--- src/rtl/id_ex_stage_pkg.sv ---
// Shared CPU definitions for the ID/EX pipeline stage: ALU opcode encodings,
// operand-select constants and the bypass-hit helper.
package id_ex_stage_pkg;

    localparam int REG_ADDR_W = 5;

    // ALU opcode encodings; the ALU owns their meaning, this stage only passes them on.
    typedef enum logic [4:0] {
        ALU_ADD  = 5'b00000,
        ALU_SUB  = 5'b00010,
        ALU_SLT  = 5'b00100,
        ALU_SLTU = 5'b00101,
        ALU_AND  = 5'b01001,
        ALU_OR   = 5'b01010,
        ALU_XOR  = 5'b01011,
        ALU_SLL  = 5'b01110,
        ALU_SRL  = 5'b01111,
        ALU_SRA  = 5'b10000,
        ALU_SRC0 = 5'b10001,
        ALU_SRC1 = 5'b10010
    } alu_op_e;

    // Operand source selects.
    localparam logic SRC0_RS1 = 1'b0;
    localparam logic SRC0_PC  = 1'b1;
    localparam logic SRC1_RS2 = 1'b0;
    localparam logic SRC1_IMM = 1'b1;

    // A later stage supplies a value for register ra; x0 is hard-wired and never bypassed.
    function automatic logic bypass_hit(input logic                  we,
                                        input logic [REG_ADDR_W-1:0] wa,
                                        input logic [REG_ADDR_W-1:0] ra);
        return we && (wa != '0) && (wa == ra);
    endfunction

endpackage

--- src/rtl/id_ex_stage_if.sv ---
// Bundle of the ID-side, bypass and EX-side signals of the ID/EX stage.
interface id_ex_stage_if #(
    parameter int DATA_WIDTH = 32,
    parameter int OP_WIDTH   = 5
);
    import id_ex_stage_pkg::*;

    // Pipeline control
    logic                  stall;
    logic                  flush;

    // Decode-stage instruction
    logic                  id_valid;
    logic [DATA_WIDTH-1:0] id_pc;
    logic [DATA_WIDTH-1:0] id_rd0;
    logic [DATA_WIDTH-1:0] id_rd1;
    logic [DATA_WIDTH-1:0] id_imm;
    logic [REG_ADDR_W-1:0] id_ra0;
    logic [REG_ADDR_W-1:0] id_ra1;
    logic [REG_ADDR_W-1:0] id_wa;
    logic                  id_we;
    logic                  id_mem_re;
    logic [OP_WIDTH-1:0]   id_alu_op;
    logic                  id_src0_sel;
    logic                  id_src1_sel;

    // Bypass sources from later stages
    logic                  mem_we;
    logic [REG_ADDR_W-1:0] mem_wa;
    logic [DATA_WIDTH-1:0] mem_wd;
    logic                  wb_we;
    logic [REG_ADDR_W-1:0] wb_wa;
    logic [DATA_WIDTH-1:0] wb_wd;

    // Execute-stage outputs
    logic [DATA_WIDTH-1:0] alu_src0;
    logic [DATA_WIDTH-1:0] alu_src1;
    logic [OP_WIDTH-1:0]   alu_op;
    logic                  ex_valid;
    logic                  ex_we;
    logic                  ex_mem_re;
    logic [REG_ADDR_W-1:0] ex_wa;
    logic [DATA_WIDTH-1:0] ex_pc;
    logic [DATA_WIDTH-1:0] ex_store_data;
    logic                  load_use;

    modport master (
        output stall, flush,
        output id_valid, id_pc, id_rd0, id_rd1, id_imm, id_ra0, id_ra1, id_wa,
        output id_we, id_mem_re, id_alu_op, id_src0_sel, id_src1_sel,
        output mem_we, mem_wa, mem_wd, wb_we, wb_wa, wb_wd,
        input  alu_src0, alu_src1, alu_op, ex_valid, ex_we, ex_mem_re,
        input  ex_wa, ex_pc, ex_store_data, load_use
    );

    modport slave (
        input  stall, flush,
        input  id_valid, id_pc, id_rd0, id_rd1, id_imm, id_ra0, id_ra1, id_wa,
        input  id_we, id_mem_re, id_alu_op, id_src0_sel, id_src1_sel,
        input  mem_we, mem_wa, mem_wd, wb_we, wb_wa, wb_wd,
        output alu_src0, alu_src1, alu_op, ex_valid, ex_we, ex_mem_re,
        output ex_wa, ex_pc, ex_store_data, load_use
    );

endinterface

--- src/rtl/id_ex_stage_fwd_mux.sv ---
// Two-level operand bypass: MEM-stage result first, then WB-stage result,
// otherwise the register-file value captured at issue.
module fwd_mux
    import id_ex_stage_pkg::*;
#(
    parameter int DATA_WIDTH = 32
) (
    input  logic [REG_ADDR_W-1:0] ra_i,
    input  logic [DATA_WIDTH-1:0] rd_i,
    input  logic                  mem_we_i,
    input  logic [REG_ADDR_W-1:0] mem_wa_i,
    input  logic [DATA_WIDTH-1:0] mem_wd_i,
    input  logic                  wb_we_i,
    input  logic [REG_ADDR_W-1:0] wb_wa_i,
    input  logic [DATA_WIDTH-1:0] wb_wd_i,
    output logic [DATA_WIDTH-1:0] fwd_o
);

    // Youngest producer wins, so MEM is checked before WB.
    always_comb begin
        fwd_o = rd_i;
        if (bypass_hit(mem_we_i, mem_wa_i, ra_i)) begin
            fwd_o = mem_wd_i;
        end else if (bypass_hit(wb_we_i, wb_wa_i, ra_i)) begin
            fwd_o = wb_wd_i;
        end
    end

endmodule

--- src/rtl/id_ex_stage.sv ---
// ID/EX pipeline register with operand forwarding and load-use detection.
module id_ex_stage
    import id_ex_stage_pkg::*;
#(
    parameter int DATA_WIDTH = 32,
    parameter int OP_WIDTH   = 5
) (
    input logic           clk,
    input logic           rst,
    id_ex_stage_if.slave  bus
);

    typedef struct packed {
        logic                  valid;
        logic                  we;
        logic                  mem_re;
        logic                  src0_sel;
        logic                  src1_sel;
        logic [OP_WIDTH-1:0]   alu_op;
        logic [REG_ADDR_W-1:0] ra0;
        logic [REG_ADDR_W-1:0] ra1;
        logic [REG_ADDR_W-1:0] wa;
        logic [DATA_WIDTH-1:0] pc;
        logic [DATA_WIDTH-1:0] rd0;
        logic [DATA_WIDTH-1:0] rd1;
        logic [DATA_WIDTH-1:0] imm;
    } ex_regs_t;

    ex_regs_t ex_d;
    ex_regs_t ex_q;

    logic [REG_ADDR_W-1:0] fwd_ra  [2];
    logic [DATA_WIDTH-1:0] fwd_rd  [2];
    logic [DATA_WIDTH-1:0] fwd_val [2];

    // Next EX contents: bubble on flush (beats stall), hold on stall, else capture ID.
    always_comb begin
        ex_d = ex_q;
        if (bus.flush) begin
            ex_d        = '0;
            ex_d.alu_op = OP_WIDTH'(ALU_ADD);
        end else if (!bus.stall) begin
            ex_d.valid    = bus.id_valid;
            ex_d.we       = bus.id_we & bus.id_valid;
            ex_d.mem_re   = bus.id_mem_re & bus.id_valid;
            ex_d.src0_sel = bus.id_src0_sel;
            ex_d.src1_sel = bus.id_src1_sel;
            ex_d.alu_op   = bus.id_alu_op;
            ex_d.ra0      = bus.id_ra0;
            ex_d.ra1      = bus.id_ra1;
            ex_d.wa       = bus.id_wa;
            ex_d.pc       = bus.id_pc;
            ex_d.rd0      = bus.id_rd0;
            ex_d.rd1      = bus.id_rd1;
            ex_d.imm      = bus.id_imm;
        end
    end

    // EX state register; reset empties the stage even if it was holding a stalled instruction.
    always_ff @(posedge clk) begin
        if (rst) begin
            ex_q <= '0;
        end else begin
            ex_q <= ex_d;
        end
    end

    assign fwd_ra[0] = ex_q.ra0;
    assign fwd_ra[1] = ex_q.ra1;
    assign fwd_rd[0] = ex_q.rd0;
    assign fwd_rd[1] = ex_q.rd1;

    // One bypass mux per source operand: index 0 is rs1, index 1 is rs2.
    for (genvar gi = 0; gi < 2; gi++) begin : g_fwd
        fwd_mux #(
            .DATA_WIDTH (DATA_WIDTH)
        ) u_fwd_mux (
            .ra_i     (fwd_ra[gi]),
            .rd_i     (fwd_rd[gi]),
            .mem_we_i (bus.mem_we),
            .mem_wa_i (bus.mem_wa),
            .mem_wd_i (bus.mem_wd),
            .wb_we_i  (bus.wb_we),
            .wb_wa_i  (bus.wb_wa),
            .wb_wd_i  (bus.wb_wd),
            .fwd_o    (fwd_val[gi])
        );
    end

    assign bus.alu_src0      = (ex_q.src0_sel == SRC0_PC)  ? ex_q.pc  : fwd_val[0];
    assign bus.alu_src1      = (ex_q.src1_sel == SRC1_IMM) ? ex_q.imm : fwd_val[1];
    assign bus.ex_store_data = fwd_val[1];
    assign bus.alu_op        = ex_q.alu_op;
    assign bus.ex_valid      = ex_q.valid;
    assign bus.ex_we         = ex_q.we;
    assign bus.ex_mem_re     = ex_q.mem_re;
    assign bus.ex_wa         = ex_q.wa;
    assign bus.ex_pc         = ex_q.pc;

    // A load in EX cannot forward its data in time to the instruction now in ID.
    assign bus.load_use = ex_q.valid && ex_q.mem_re && (ex_q.wa != '0) &&
                          ((ex_q.wa == bus.id_ra0) || (ex_q.wa == bus.id_ra1));

endmodule

--- src/flat_wrapper.sv ---
// flat-port wrapper written by rule: the top's interface ports become plain ports
module id_ex_stage_flat import id_ex_stage_pkg::*;
#(
    parameter int DATA_WIDTH = 32,
    parameter int OP_WIDTH   = 5
)
  (clk, rst, bus_stall, bus_flush, bus_id_valid, bus_id_pc, bus_id_rd0, bus_id_rd1, bus_id_imm, bus_id_ra0, bus_id_ra1, bus_id_wa, bus_id_we, bus_id_mem_re, bus_id_alu_op, bus_id_src0_sel, bus_id_src1_sel, bus_mem_we, bus_mem_wa, bus_mem_wd, bus_wb_we, bus_wb_wa, bus_wb_wd, bus_alu_src0, bus_alu_src1, bus_alu_op, bus_ex_valid, bus_ex_we, bus_ex_mem_re, bus_ex_wa, bus_ex_pc, bus_ex_store_data, bus_load_use);
  id_ex_stage_if #(.DATA_WIDTH(DATA_WIDTH), .OP_WIDTH(OP_WIDTH)) bus_i ();
  input logic clk;
  input logic rst;
  input wire logic [$bits(bus_i.stall)-1:0] bus_stall;
  input wire logic [$bits(bus_i.flush)-1:0] bus_flush;
  input wire logic [$bits(bus_i.id_valid)-1:0] bus_id_valid;
  input wire logic [$bits(bus_i.id_pc)-1:0] bus_id_pc;
  input wire logic [$bits(bus_i.id_rd0)-1:0] bus_id_rd0;
  input wire logic [$bits(bus_i.id_rd1)-1:0] bus_id_rd1;
  input wire logic [$bits(bus_i.id_imm)-1:0] bus_id_imm;
  input wire logic [$bits(bus_i.id_ra0)-1:0] bus_id_ra0;
  input wire logic [$bits(bus_i.id_ra1)-1:0] bus_id_ra1;
  input wire logic [$bits(bus_i.id_wa)-1:0] bus_id_wa;
  input wire logic [$bits(bus_i.id_we)-1:0] bus_id_we;
  input wire logic [$bits(bus_i.id_mem_re)-1:0] bus_id_mem_re;
  input wire logic [$bits(bus_i.id_alu_op)-1:0] bus_id_alu_op;
  input wire logic [$bits(bus_i.id_src0_sel)-1:0] bus_id_src0_sel;
  input wire logic [$bits(bus_i.id_src1_sel)-1:0] bus_id_src1_sel;
  input wire logic [$bits(bus_i.mem_we)-1:0] bus_mem_we;
  input wire logic [$bits(bus_i.mem_wa)-1:0] bus_mem_wa;
  input wire logic [$bits(bus_i.mem_wd)-1:0] bus_mem_wd;
  input wire logic [$bits(bus_i.wb_we)-1:0] bus_wb_we;
  input wire logic [$bits(bus_i.wb_wa)-1:0] bus_wb_wa;
  input wire logic [$bits(bus_i.wb_wd)-1:0] bus_wb_wd;
  output wire logic [$bits(bus_i.alu_src0)-1:0] bus_alu_src0;
  output wire logic [$bits(bus_i.alu_src1)-1:0] bus_alu_src1;
  output wire logic [$bits(bus_i.alu_op)-1:0] bus_alu_op;
  output wire logic [$bits(bus_i.ex_valid)-1:0] bus_ex_valid;
  output wire logic [$bits(bus_i.ex_we)-1:0] bus_ex_we;
  output wire logic [$bits(bus_i.ex_mem_re)-1:0] bus_ex_mem_re;
  output wire logic [$bits(bus_i.ex_wa)-1:0] bus_ex_wa;
  output wire logic [$bits(bus_i.ex_pc)-1:0] bus_ex_pc;
  output wire logic [$bits(bus_i.ex_store_data)-1:0] bus_ex_store_data;
  output wire logic [$bits(bus_i.load_use)-1:0] bus_load_use;
  assign bus_i.stall = bus_stall;
  assign bus_i.flush = bus_flush;
  assign bus_i.id_valid = bus_id_valid;
  assign bus_i.id_pc = bus_id_pc;
  assign bus_i.id_rd0 = bus_id_rd0;
  assign bus_i.id_rd1 = bus_id_rd1;
  assign bus_i.id_imm = bus_id_imm;
  assign bus_i.id_ra0 = bus_id_ra0;
  assign bus_i.id_ra1 = bus_id_ra1;
  assign bus_i.id_wa = bus_id_wa;
  assign bus_i.id_we = bus_id_we;
  assign bus_i.id_mem_re = bus_id_mem_re;
  assign bus_i.id_alu_op = bus_id_alu_op;
  assign bus_i.id_src0_sel = bus_id_src0_sel;
  assign bus_i.id_src1_sel = bus_id_src1_sel;
  assign bus_i.mem_we = bus_mem_we;
  assign bus_i.mem_wa = bus_mem_wa;
  assign bus_i.mem_wd = bus_mem_wd;
  assign bus_i.wb_we = bus_wb_we;
  assign bus_i.wb_wa = bus_wb_wa;
  assign bus_i.wb_wd = bus_wb_wd;
  assign bus_alu_src0 = bus_i.alu_src0;
  assign bus_alu_src1 = bus_i.alu_src1;
  assign bus_alu_op = bus_i.alu_op;
  assign bus_ex_valid = bus_i.ex_valid;
  assign bus_ex_we = bus_i.ex_we;
  assign bus_ex_mem_re = bus_i.ex_mem_re;
  assign bus_ex_wa = bus_i.ex_wa;
  assign bus_ex_pc = bus_i.ex_pc;
  assign bus_ex_store_data = bus_i.ex_store_data;
  assign bus_load_use = bus_i.load_use;
  id_ex_stage #(.DATA_WIDTH(DATA_WIDTH), .OP_WIDTH(OP_WIDTH)) u_core (.clk(clk), .rst(rst), .bus(bus_i));
endmodule
--- config.mk ---
export PLATFORM = sky130hd
export DESIGN_NAME = id_ex_stage_flat
export DESIGN_NICKNAME = d
export VERILOG_FILES = /design/src/rtl/id_ex_stage_pkg.sv /design/src/rtl/id_ex_stage_if.sv /design/src/rtl/id_ex_stage_fwd_mux.sv /design/src/rtl/id_ex_stage.sv /design/src/flat_wrapper.sv
export SDC_FILE = /design/constraint.sdc
export NUM_CORES = 1
export LEC_CHECK = 0
export ABC_AREA = 1
export BUFFER_PORTS_ARGS = -buffer_cell sky130_fd_sc_hd__clkbuf_2
export CAP_MARGIN = 20
export CORE_AREA = 2 2 146 148
export CTS_CLUSTER_SIZE = 40
export DETAILED_ROUTE_END_ITERATION = 16
export DIE_AREA = 0 0 148 150
export GPL_ROUTABILITY_DRIVEN = 0
export MAX_ROUTING_LAYER = met4
export PLACE_DENSITY = 0.74
export REMOVE_ABC_BUFFERS = 1
export SYNTH_ARGS = -nofsm -noshare
export SYNTH_HDL_FRONTEND = slang
export SYNTH_SLANG_ARGS = --single-unit
--- constraint.sdc ---
create_clock -name clk -period 2.7 [get_ports clk]
set_input_delay 0 -clock clk [delete_from_list [all_inputs] [get_ports clk]]
set_output_delay 0 -clock clk [all_outputs]
set_load 0.02 [all_outputs]
# After elaboration in Yosys (flattened, before gate mapping)
# Index checks and enable logic that the tools add are counted.
# W data, S select, Z words.
dict set report word_totals {
  latchBits 0
  out_inout_bits 142
  elab_cells 41
  input_bits 233
  mem_bits_rw 0
  mem_bits_ro 0
  memories 0
  ff_bits 153
}
dict set report op_classes {
  n_eq_ne 6
  n_mul 0
  shift 0
  n_reduce_logical 14
  n_bitwise 2
  div_mod_pow 0
  magnitude_cmp 0
  n_addsub 0
  muxes 6
}
# op count
set ops {}
lappend ops {{$mux W32} 6}
lappend ops {{$eq A5 B5 Y1} 6}
lappend ops {{$reduce_bool A5 Y1} 3}
lappend ops {{$logic_and A1 B1 Y1} 9}
lappend ops {{$and A1 B1 Y1} 2}
lappend ops {{$reduce_or A2 Y1} 1}
lappend ops {{$logic_or A1 B1 Y1} 1}

# Depth between registers and ports, before layout
# Gate-level depths: netlist (run 1).
dict set report depth {
  word_depth 6
  ltp_mapped 11
  mapped_depth_nobuf 10
}

# Modules after synthesis
# A second synthesis (run 1) with hierarchy kept.
dict set report hier_totals {
  cells_unflattened 1409
  area_unflattened_um2 10486.3
}
# module area_each_um2 n_inst cells_per_inst
set modules_own_cells {}
lappend modules_own_cells {id_ex_stage 6822.8 1 813}
lappend modules_own_cells {fwd_mux 1831.8 2 298}

# Worst setup path after synthesis (run 1)
# Ideal clock, no wire load.
dict set report synth_timing {
  kind {register to output}
  from {register u_core.ex_q[133] in the netlist's numbering}
  to {output port bus_alu_src1[10]}
  arrival_time_ns 1.335
  stages_incl_launch_ff 9
  setup_slack_ns 1.365
  cell_sequence {dfxtp_1 -> xnor2_1 -> nand2_1 -> nor2_2 -> nand3b_4 -> buf_12 -> nand3_2 -> nand3_1 -> nand2_1}
}
dict set report synth_between {
  elab_chain_len 5
}
# item line
set synth_lines {}
lappend synth_lines {{start, declared} id_ex_stage.sv:30} ;# ex_regs_t ex_q;
lappend synth_lines {{start signal, assigned} id_ex_stage.sv:62} ;# ex_q <= '0;
lappend synth_lines {{start signal, assigned} id_ex_stage.sv:64} ;# ex_q <= ex_d;
lappend synth_lines {{$eq A5 B5 Y1} id_ex_stage_pkg.sv:33} ;# return we && (wa != '0) && (wa == ra);
lappend synth_lines {{$logic_and A1 B1 Y1} id_ex_stage_pkg.sv:33}
lappend synth_lines {{$mux W32} id_ex_stage_fwd_mux.sv:24} ;# end else if (bypass_hit(wb_we_i, wb_wa_i, ra_i)) begin
lappend synth_lines {{$mux W32 *} id_ex_stage_fwd_mux.sv:22} ;# if (bypass_hit(mem_we_i, mem_wa_i, ra_i)) begin
lappend synth_lines {{$mux W32 *} id_ex_stage.sv:91} ;# assign bus.alu_src1 = (ex_q.src1_sel == SRC1_IMM) ? ex_q.imm : fwd_val[1];
lappend synth_lines {{end, declared} flat_wrapper.sv:33} ;# output wire logic [$bits(bus_i.alu_src1)-1:0] bus_alu_src1;
# Mark *: on every way between the ends. The rest lies on a longest branch, timed or not.

# Final worst setup path (run 1)
dict set report layout_timing {
  from {register u_core.ex_q[140] in the netlist's numbering}
  to {output port bus_alu_src0[13]}
}
dict set report layout_between {
  elab_chain_len 5
}
# item line
set layout_lines {}
lappend layout_lines {{$eq A5 B5 Y1} id_ex_stage_pkg.sv:33}
lappend layout_lines {{$logic_and A1 B1 Y1} id_ex_stage_pkg.sv:33}
lappend layout_lines {{$mux W32} id_ex_stage_fwd_mux.sv:24}
lappend layout_lines {{$mux W32 *} id_ex_stage_fwd_mux.sv:22}
lappend layout_lines {{$mux W32 *} id_ex_stage.sv:90} ;# assign bus.alu_src0 = (ex_q.src0_sel == SRC0_PC) ? ex_q.pc : fwd_val[0];
lappend layout_lines {{end, declared} flat_wrapper.sv:32} ;# output wire logic [$bits(bus_i.alu_src0)-1:0] bus_alu_src0;
# Marks and branches as above.

==> reports/qor.yml, run 1 <==
outcome: "completed"
setup.worst_path.start: "u_core.ex_q[140]"
final_min_period_over_clock_period_pct: 93.62
ff2ff_setup_slack_ns: 1.27
pin_count_of_the_biggest_net_entering_global_routing: 85
track_usage_pct: 32.85
ports_placed_on_the_boundary: 375
slew_viol_final: 0
synth_top_area_share_pct: 34.22
final_core_utilization_pct: 62.50
grtUsageMet1_pct: 38.41
floorplan.die_area_um2: 22200
synth.distinct_cells: 27
overall_overflow_remaining_after_global_route: 0
worstReg2RegEnd: "u_core.ex_q[148]"
insertion_delay_ns: 0.43
worst-path-buf-inv: 2
critPathMaxFanout: 20
synth.cell_area_um2: 8951
timing_worst_setup_path_type: "flip-flop to primary output"
antenna_found_initial: 0
synthToLayoutAreaGrowth_pct: 44.47
synthCells: 1404
critPathRequiredTime_ns: 2.70
combinational_family_with_the_most_area_after_synthesis: "simple AND/OR/NAND/NOR gates"
fmaxAchievable_mhz: 395.6
nets: 2078
rsz0062_at_grt: "no"
clock_sink_count: 153
floorplan.die.width_um: 148
cts_resized: 0
synth_xor_area_share_pct: 2.740
core_area_um2: 20690
place_ws_ns: 0.6945
arrival_ns: 2.53
gr_busiest_metal: "met2"
power.density_nw_per_um2: 479.9
clk_transition_reported_paths_ns: 0.07
detailedRoute.firstPassIterationCount: 8
placed_cells_incl_taps: 1932
yosys_register_bits: 153
drtAntennaViolNets: 0
worstPathCellList: "xnor2_1 > nand3_1 > nor2_4 > nand2_1 > buf_4 > nand2_1 > nand3_1 > nand2_1 > nand2_1 > clkbuf_2"
tritoncts_buffers: 17
drt_iter0_drc: 970
post_synth_and_or_nand_nor_area_fraction_pct: 42.33
cp_num_cells: 10
viasPerCell: 5.285
hold_viol_final: 0
drive_above_1_share_pct: 25.57
setup_viol_count_final: 0
postRouteWirelength_um: 36790
yosys_warnings: 0
grt_use_met2_pct: 53.45
start_util_pct: 43.26
numPortBuffers: 374
synth.mux.area_fraction_pct: 0
clock_path_buffers: 2
timing.final.crit_period_ns: 2.528
route.detailed.wl_per_inst_um: 17.24
regToRegStartpoint: "u_core.ex_q[148]"
post_cts_hold_buffer_count: 169
synthesized_area_divided_by_synthesized_cell_count_um2: 6.375
cts_root_buffer: "sky130_fd_sc_hd__clkbuf_16"
post_synth_fa_ha_maj_area_fraction_pct: 0
die_outline_height_um: 150
multi_input_gate_area_um2: 4858
timing.critical_path.max_delay_family: "simple AND/OR/NAND/NOR gates"
design_power_total_mw: 6.206
tritoncts_clock_tree: "yes"
finalWorstSetupSlack_ns: 0.1721
cts-htree-levels: 4
crit_path_end: "bus_alu_src0[13]"
drv.max_cap_violation_count: 0
synth.area.top_cells: "sky130_fd_sc_hd__dfxtp_1, sky130_fd_sc_hd__nand2_1, sky130_fd_sc_hd__nand3_1"
cp_slowest_stage_delay_ns: 0.41
seqCellArea_um2: 3065
worstMarginPinSlew_ns: 0.8056
route.detailed.drc: 0
synth_compound_area_share_pct: 8.904
start_kind: "flip-flop"
timing.slew.headroom_pct: 46.11
worst_clock_skew_ns: 0
first_global_vias: 11123
grt_util_met3_pct: 5.091
worst_path_most_repeated_cell: "sky130_fd_sc_hd__nand2_1"
grt_pass1_wl_um: 56280
ff2ff_path_depth: 3
vias: 11279
filler_cell_count: 1801
cp_slowest_cell: "sky130_fd_sc_hd__dfxtp_1"
fin_cells: 2134
critical_path.endpoint_type: "primary output"
detailed_place_hpwl_um: 22540
placementRows: 53
vdd_ir_drop_max_mv: 0.4036
synth_area_leader_cell: "sky130_fd_sc_hd__dfxtp_1"
power_leakage_nw: 6.556
cts_setup_buffers: 0
min-delay-path-class: "primary input to flip-flop"
synth_seq_area_share_pct: 34.22
-- report_power, final --
| part | switching (mW) | internal, mW |
|---|---|---|
| clock | 1.05 | 1.52 |
| sequential | 0.0488 | 2.33 |
| combinational | 0.743 | 0.516 |
-- cells in the final DEF (no fill, tap or decap) --
master / netlist / layout
sky130_fd_sc_hd__dlygate4sd3_1: 0 / 169
sky130_fd_sc_hd__nand4_1: 2 / 2
sky130_fd_sc_hd__nand2_2: 2 / 3
sky130_fd_sc_hd__xor2_1: 11 / 11
sky130_fd_sc_hd__clkbuf_2: 0 / 373
sky130_fd_sc_hd__clkbuf_16: 0 / 17
sky130_fd_sc_hd__clkinv_1: 1 / 1
sky130_fd_sc_hd__dfxtp_1: 153 / 151
sky130_fd_sc_hd__inv_4: 0 / 1
sky130_fd_sc_hd__a211oi_1: 4 / 4
sky130_fd_sc_hd__clkbuf_8: 0 / 2
sky130_fd_sc_hd__bufinv_16: 0 / 3
sky130_fd_sc_hd__nand3b_4: 1 / 1
sky130_fd_sc_hd__nand2_1: 564 / 563
sky130_fd_sc_hd__buf_4: 42 / 20
sky130_fd_sc_hd__diode_2: 0 / 1
sky130_fd_sc_hd__nor3_4: 1 / 1
sky130_fd_sc_hd__nor2_1: 12 / 11
sky130_fd_sc_hd__nand3_1: 201 / 201
sky130_fd_sc_hd__clkbuf_1: 57 / 1
sky130_fd_sc_hd__dfxtp_2: 0 / 2
sky130_fd_sc_hd__and2_1: 32 / 32
sky130_fd_sc_hd__a21oi_1: 150 / 150
sky130_fd_sc_hd__inv_8: 0 / 1
sky130_fd_sc_hd__or2_4: 0 / 1
sky130_fd_sc_hd__clkinv_2: 0 / 1
sky130_fd_sc_hd__nand3_2: 30 / 30
sky130_fd_sc_hd__nor3_1: 1 / 1
sky130_fd_sc_hd__buf_12: 3 / 3
sky130_fd_sc_hd__nor2_4: 2 / 6
sky130_fd_sc_hd__nor2_2: 4 / 1
sky130_fd_sc_hd__o21ai_4: 1 / 1
sky130_fd_sc_hd__clkinvlp_4: 0 / 4
sky130_fd_sc_hd__inv_1: 70 / 69
sky130_fd_sc_hd__inv_2: 1 / 1
sky130_fd_sc_hd__xnor2_1: 17 / 17
sky130_fd_sc_hd__inv_6: 0 / 3
-- registers in the layout, summed over array words and instances, names as in the netlist --
register and count:
u_core.ex_q 108, u_core.bus.ex_pc 32, u_core.bus.alu_op 5, u_core.bus.ex_wa 5, u_core.bus.ex_mem_re 1, u_core.bus.ex_valid 1
u_core.bus.ex_we 1
-- cells in the mapped netlist, drive strengths merged --
library cell,instances
nand2,566
nand3,231
dfxtp,153
a21oi,150
buf,86
inv,71
clkbuf,57
and2,32
nor2,18
xnor2,17
xor2,11
a211oi,4
nand4,2
nor3,2
clkinv,1
nand3b,1
o21ai,1
or2,1
-- layout make-up --
| cell class | count | share of cell area [%] |
|---|---|---|
| multi-input combinational | 1036 | 37.57 |
| timing repair buffer | 565 | 29.14 |
| sequential | 153 | 23.71 |
| clock buffer | 20 | 3.532 |
| tap | 275 | 2.661 |
| inverter | 72 | 2.109 |
| clock inverter | 12 | 1.258 |
| antenna | 1 | 0.01935 |
-- per-stage QoR --
| step | hold WS, ns | cell area, um2 | setup TNS [ns] |
|---|---|---|---|
| after floorplan | 0.09561 | 8164 | -3.218 |
| after global placement | 0.2311 | 10620 | 0 |
| after detailed placement | 0.2378 | 10620 | 0 |
| after CTS | 0.2107 | 12930 | 0 |
| after global routing | 0.2526 | 12930 | 0 |
| final | 0.2145 | 12930 | 0 |
-- tightest hold or removal path: cells and delay by family --
family                 cells  cell delay, ns
AND/OR/NAND/NOR            1            0.09
AO/OA/AOI/OAI              1            0.05
buffers and inverters      2            0.42
-- routing by layer --
layer	routed length (um)	part of all wire [%]	vias up
li1	-	-	5323
met1	14050	38	5021
met2	17620	48	747
met3	3230	8.8	188
met4	1887	5.1	0
met5	0	0	-
-- cell families (layout without fill, tap and decap cells) --
group                     Yosys count  after routing
AOI/OAI and AO/OA                 155            155
DFF                               153            153
xor gates and xnor gates           28             28
other                               0              1
buffers and inverters             215            669
and+or+nand+nor                   853            853
-- worst min-delay path by stage --
stage,from,to,slack (ns),cells after the start
final,bus_stall,u_core.ex_q[81],0.21,4
after global placement,bus_id_pc[6],u_core.bus.ex_pc[6],0.23,3
after detailed placement,bus_id_imm[19],u_core.ex_q[19],0.24,3
after CTS,bus_stall,u_core.bus.ex_pc[25],0.21,4
after global routing,bus_stall,u_core.ex_q[81],0.25,4
after floorplan,bus_stall,u_core.ex_q[134],0.1,1
Power figures use the tool's default switching activity.
==> run 2, diff against run 1 <==
Settings changed: CORE_AREA 2 2 146 148 to 2 2 144 146, CTS_BUF_LIST set to sky130_fd_sc_hd__clkbuf_8, DIE_AREA 0 0 148 150 to 0 0 146 148, PLACE_DENSITY 0.74 to 0.75, SLEW_MARGIN set to 0.
==> reports/qor.yml, run 2 (synthesis gave the netlist of run 1 again) <==
outcome: "completed"  # unchanged
critPathRequiredTime_ns: 2.70  # about the same
tritoncts_clock_tree: "yes"  # unchanged
die_outline_height_um: 148  # was 150 um
timing_worst_setup_path_type: "flip-flop to primary output"  # unchanged
vdd_ir_drop_max_mv: 0.3034  # was 0.4036 mV
power_leakage_nw: 6.417  # was 6.556 nW
worst_path_most_repeated_cell: "sky130_fd_sc_hd__nand2_1"  # unchanged
ff2ff_setup_slack_ns: 1.38  # was 1.27 ns
timing.hold.ws_ns: 0.04632  # was 0.2145 ns
critical_path.endpoint_type: "primary output"  # unchanged
tritoncts_buffers: 17  # unchanged
route.detailed.wl_per_inst_um: 17.26  # was 17.24 um
drt_iter0_drc: 973  # was 970
drv.max_cap_violation_count: 0  # unchanged
timing.final.crit_period_ns: 2.522  # was 2.528 ns
clock_sink_count: 153  # unchanged
insertion_delay_ns: 0.46  # was 0.43 ns
arrival_ns: 2.52  # was 2.53 ns
drtAntennaViolNets: 0  # unchanged
hold_path.startpoint: "bus_stall"  # unchanged
antenna_found_initial: 1  # was 0
first_global_vias: 11117  # was 11123
final_min_period_over_clock_period_pct: 93.42  # was 93.62%
hold_viol_final: 0  # unchanged
final_common_cell: "sky130_fd_sc_hd__nand2_1"  # unchanged
pin_count_of_the_biggest_net_entering_global_routing: 158  # was 85
whs_path_depth: 4  # unchanged
setup_viol_count_final: 0  # unchanged
track_usage_pct: 33.34  # was 32.85%
start_kind: "flip-flop"  # unchanged
detailedRoute.firstPassIterationCount: 5  # was 8
grt_pass1_wl_um: 56120  # was 56280 um
ff2ff_path_depth: 2  # was 3
start_util_pct: 44.67  # was 43.26%
worst_clock_skew_ns: 0  # unchanged
regToRegStartpoint: "u_core.ex_q[149]"  # was u_core.ex_q[148]
placementRows: 52  # was 53
ports_placed_on_the_boundary: 375  # unchanged
power.density_nw_per_um2: 450.7  # was 479.9 nW/um2
largest-register: "u_core.ex_q"  # unchanged
critPathMaxFanout: 32  # was 20
floorplan.die_area_um2: 21610  # was 22200 um2
place_ws_ns: 0.4153  # was 0.6945 ns
route.detailed.drc: 0  # unchanged
synthToLayoutAreaGrowth_pct: 41.39  # was 44.47%
largest_register_ffs: 108  # unchanged
drive_above_1_share_pct: 25.76  # was 25.57%
fmaxAchievable_mhz: 396.5  # was 395.6 MHz
vias: 11362  # was 11279
detailed_place_hpwl_um: 22500  # was 22540 um
numPortBuffers: 374  # unchanged
finalWorstSetupSlack_ns: 0.1777  # was 0.1721 ns
postRouteWirelength_um: 36500  # was 36790 um
seqCellArea_um2: 3065  # unchanged
cp_slowest_cell: "sky130_fd_sc_hd__nand3b_4"  # was sky130_fd_sc_hd__dfxtp_1
cts-htree-levels: 4  # unchanged
cts_root_buffer: "sky130_fd_sc_hd__clkbuf_8"  # was sky130_fd_sc_hd__clkbuf_16
rsz0062_at_grt: "no"  # unchanged
min-delay-path-class: "primary input to flip-flop"  # unchanged
overall_overflow_remaining_after_global_route: 0  # unchanged
slew_viol_final: 0  # unchanged
mostFrequentLayoutCells: "sky130_fd_sc_hd__nand2_1, sky130_fd_sc_hd__clkbuf_2, sky130_fd_sc_hd__nand3_1, sky130_fd_sc_hd__dlygate4sd3_1, sky130_fd_sc_hd__dfxtp_1"  # unchanged
worstMarginPinSlew_ns: 0.9290  # was 0.8056 ns
nets: 2064  # was 2078
clock_path_buffers: 2  # unchanged
filler_cell_count: 1841  # was 1801
multi_input_gate_area_um2: 4880  # was 4858 um2
setup_tns_after_final_layout_ns: 0  # unchanged
timing.slew.headroom_pct: 38.00  # was 46.11%
cp_slowest_stage_delay_ns: 0.50  # was 0.41 ns
clk_transition_reported_paths_ns: 0.10  # was 0.07 ns
worstReg2RegEnd: "u_core.ex_q[149]"  # was u_core.ex_q[148]
floorplan.die.width_um: 146  # was 148 um
min_to: "u_core.ex_q[48]"  # was u_core.ex_q[81]
worstPathCellList: "xnor2_1 > nand2_1 > nor2_2 > nand3b_4 > nand3_2 > nand3_1 > nand2_1 > clkbuf_2"  # was xnor2_1 > nand3_1 > nor2_4 > nand2_1 > buf_4 > nand2_1 > nand3_1 > nand2_1 > nand2_1 > clkbuf_2
core_area_um2: 20040  # was 20690 um2
viasPerCell: 5.372  # was 5.285
[run 2: area by class of cell]
| class | count | area share (%) |
|---|---|---|
| Antenna cell | 1 | 0.01977 |
| Clock buffer | 18 | 1.957 |
| Clock inverter | 14 | 1.750 |
| Inverter | 72 | 2.155 |
| Multi-Input combinational cell | 1036 | 38.56 |
| Sequential cell | 153 | 24.22 |
| Tap cell | 270 | 2.669 |
| Timing Repair Buffer | 551 | 28.67 |
[run 2: worst max-delay path, delay by kind of cell (launching register included)]
| kind | cells | cell delay (ns) |
|---|---|---|
| XOR/XNOR | 1 | 0.13 |
| buffers and inverters | 1 | 0.20 |
| flip-flops | 1 | 0.41 |
| AND/OR/NAND/NOR | 6 | 1.26 |
[run 2: repair_timing]
| action | in CTS | in global routing |
|---|---|---|
| endpoints found under the hold margin | 153 | 0 |
| endpoints found under the setup margin | 32 | 17 |
| setup buffers | 0 | 1 |
| pin swaps | 0 | 1 |
| resized for setup | 1 | 2 |
| hold buffers | 155 | 0 |
[run 2: how the worst max path moves through the flow]
stage / from / end / slack [ns] / cells past startpoint
floorplan: u_core.ex_q[142] / bus_alu_src0[0] / -0.1 / 6
global placement: u_core.ex_q[138] / bus_alu_src0[8] / 0.48 / 8
detailed placement: u_core.ex_q[138] / bus_alu_src0[12] / 0.42 / 8
CTS: u_core.ex_q[139] / bus_alu_src0[7] / 0.08 / 9
global route: u_core.ex_q[133] / bus_alu_src1[0] / 0.003 / 8
finish: u_core.ex_q[133] / bus_alu_src1[12] / 0.18 / 8
[run 2: report_power, final]
group          switching (mW)  internal [mW]  total [mW]
registers              0.0484           2.33        2.38
logic                   0.744          0.508        1.25
clock network           0.940           1.14        2.08
total                    1.73           3.97        5.70
[run 2: through the flow]
step	area (um2)	power, mW	std cells	util, %
floorplan	8164	2.948	1261	-
global placement	10610	3.443	1926	52.93
detailed placement	10610	3.454	1926	52.93
CTS	12630	5.713	2113	63.04
global route	12660	5.937	2115	63.16
finish	12660	5.704	2115	63.16
[run 2: metal layers]
layer / global-route usage [%] / vias up / routed length [um]
li1: - / 5285 / -
met1: 37.79 / 5193 / 13710
met3: 5.278 / 171 / 2951
met5: - / - / 0
met4: 19.56 / 0 / 1827
met2: 56.01 / 713 / 18010
==> run 3, diff against run 2 <==
Settings changed: BUFFER_PORTS_ARGS -buffer_cell sky130_fd_sc_hd__clkbuf_2 to -buffer_cell sky130_fd_sc_hd__buf_2, SETUP_SLACK_MARGIN set to 0.2.
==> reports/qor.yml, run 3 (synthesis gave the netlist of run 1 again) <==
worstMarginPinSlew_ns: 0.8961  # was 0.9290 ns
cp_slowest_cell: "sky130_fd_sc_hd__dfxtp_1"  # was sky130_fd_sc_hd__nand3b_4
vias: 11361  # was 11362
start_util_pct: 44.67  # unchanged
timing.final.crit_period_ns: 2.358  # was 2.522 ns
route.detailed.drc: 0  # unchanged
place_ws_ns: 0.5580  # was 0.4153 ns
setup_viol_count_final: 0  # unchanged
clock_path_buffers: 2  # unchanged
start_kind: "flip-flop"  # unchanged
clock_sink_count: 153  # unchanged
largest-register: "u_core.ex_q"  # unchanged
mostFrequentLayoutCells: "sky130_fd_sc_hd__nand2_1, sky130_fd_sc_hd__buf_2, sky130_fd_sc_hd__nand3_1, sky130_fd_sc_hd__dlygate4sd3_1, sky130_fd_sc_hd__dfxtp_1"  # was sky130_fd_sc_hd__nand2_1, sky130_fd_sc_hd__clkbuf_2, sky130_fd_sc_hd__nand3_1, sky130_fd_sc_hd__dlygate4sd3_1, sky130_fd_sc_hd__dfxtp_1
nets: 2071  # was 2064
final_common_cell: "sky130_fd_sc_hd__nand2_1"  # unchanged
drv.max_cap_violation_count: 0  # unchanged
clk_transition_reported_paths_ns: 0.10  # about the same
worst-path-buf-inv: 1  # unchanged
worstPathCellList: "xnor2_1 > nand2_1 > nor2_2 > nand3b_4 > nand3_2 > nand3_1 > nand2_1 > buf_2"  # was xnor2_1 > nand2_1 > nor2_2 > nand3b_4 > nand3_2 > nand3_1 > nand2_1 > clkbuf_2
rsz0062_at_grt: "no"  # unchanged
final_core_utilization_pct: 63.19  # was 63.16%
largest_register_ffs: 108  # unchanged
tritoncts_clock_tree: "yes"  # unchanged
timing.critical_path.max_delay_family: "simple AND/OR/NAND/NOR gates"  # unchanged
finalWorstSetupSlack_ns: 0.3419  # was 0.1777 ns
tritoncts_buffers: 17  # unchanged
route.detailed.wl_per_inst_um: 17.27  # was 17.26 um
detailed_place_hpwl_um: 22360  # was 22500 um
overall_overflow_remaining_after_global_route: 0  # unchanged
final_min_period_over_clock_period_pct: 87.34  # was 93.42%
placementRows: 52  # unchanged
ff2ff_setup_slack_ns: 1.39  # was 1.38 ns
vdd_ir_drop_max_mv: 0.3526  # was 0.3034 mV
arrival_ns: 2.36  # was 2.52 ns
pin_count_of_the_biggest_net_entering_global_routing: 158  # unchanged
timing.slew.headroom_pct: 40.19  # was 38.00%
viasPerCell: 5.349  # was 5.372
ports_placed_on_the_boundary: 375  # unchanged
floorplan.die.width_um: 146  # unchanged
fmaxAchievable_mhz: 424.1  # was 396.5 MHz
antenna_found_initial: 3  # was 1
numPortBuffers: 374  # unchanged
worst_clock_skew_ns: 0  # unchanged
cts_root_buffer: "sky130_fd_sc_hd__clkbuf_8"  # unchanged
postRouteWirelength_um: 36690  # was 36500 um
cp_slowest_stage_delay_ns: 0.40  # was 0.50 ns
die_outline_height_um: 148  # unchanged
filler_cell_count: 1812  # was 1841
critPathMaxFanout: 16  # was 32
slew_viol_final: 0  # unchanged
synthToLayoutAreaGrowth_pct: 41.46  # was 41.39%
cts-htree-levels: 4  # unchanged
drive_above_1_share_pct: 26.09  # was 25.76%
timing_worst_setup_path_type: "flip-flop to primary output"  # unchanged
core_area_um2: 20040  # unchanged
hold_viol_final: 0  # unchanged
insertion_delay_ns: 0.45  # was 0.46 ns
floorplan.die_area_um2: 21610  # unchanged
drt_iter0_drc: 952  # was 973
outcome: "completed"  # unchanged
critPathRequiredTime_ns: 2.70  # about the same
drtAntennaViolNets: 0  # unchanged
grt_pass1_wl_um: 55800  # was 56120 um
power.density_nw_per_um2: 428.7  # was 450.7 nW/um2
track_usage_pct: 33.09  # was 33.34%
worst_path_most_repeated_cell: "sky130_fd_sc_hd__nand2_1"  # unchanged
critical_path.endpoint_type: "primary output"  # unchanged
min-delay-path-class: "primary input to flip-flop"  # unchanged
power_leakage_nw: 6.497  # was 6.417 nW
first_global_vias: 11123  # was 11117
detailedRoute.firstPassIterationCount: 5  # unchanged
run 3: layout make-up:
cell class,count,area (um2),share of cell area (%)
antenna,3,7.507,0.05929
clock buffer,18,247.7,1.957
clock inverter,14,147.6,1.166
inverter,72,272.8,2.154
multi-input combinational,1037,4905,38.74
sequential,153,3065,24.21
tap,270,337.8,2.668
timing repair buffer,557,3679,29.05
run 3: report_power, final:
group          internal (mW)  switching, mW
Sequential              2.33         0.0468
Clock                  0.849          0.949
Combinational          0.516          0.740
Total                   3.69           1.74
run 3: timing repair:
item	CTS	global route
endpoints found under the hold margin	153	0
cloned	0	1
resized for setup	2	5
setup buffers	0	2
pin swaps	0	1
endpoints found under the setup margin	35	77
hold buffers	154	0
run 3: final timing paths:
| kind | from | end | cells after the start |
|---|---|---|---|
| max | u_core.ex_q[133] | bus_alu_src1[14] | 8 |
| min | bus_stall | u_core.ex_q[48] | 4 |
| max reg2reg | u_core.ex_q[149] | u_core.ex_q[149] | 2 |
| min reg2reg | u_core.ex_q[3] | u_core.ex_q[3] | 2 |
run 3: per-stage QoR:
stage / power [mW] / cells / hold WS, ns / instance area, um2 / setup TNS (ns)
final: 5.428 / 2124 / 0.1334 / 12660 / 0
after global routing: 5.637 / 2124 / 0.1671 / 12660 / 0
after CTS: 5.401 / 2118 / 0.1311 / 12590 / 0
after detailed placement: 3.457 / 1932 / 0.2554 / 10640 / 0
after global placement: 3.445 / 1932 / 0.2488 / 10640 / 0
after floorplan: 2.948 / 1261 / 0.09561 / 8164 / -3.218
run 3: worst reg2reg max path, stage by stage (launching register included):
cell and delay, ns:
sky130_fd_sc_hd__dfxtp_2 0.33, sky130_fd_sc_hd__inv_1 0.64, sky130_fd_sc_hd__a211oi_1 0.19
run 3: per-layer routing:
| metal | up-vias | wire (um) | GRT usage [%] |
|---|---|---|---|
| met1 | 5153 | 14180 | 37.91 |
| met2 | 723 | 17890 | 55.50 |
| met3 | 184 | 2814 | 4.877 |
| met4 | 0 | 1802 | 19.13 |
| met5 | - | 0 | - |
| li1 | 5301 | - | - |
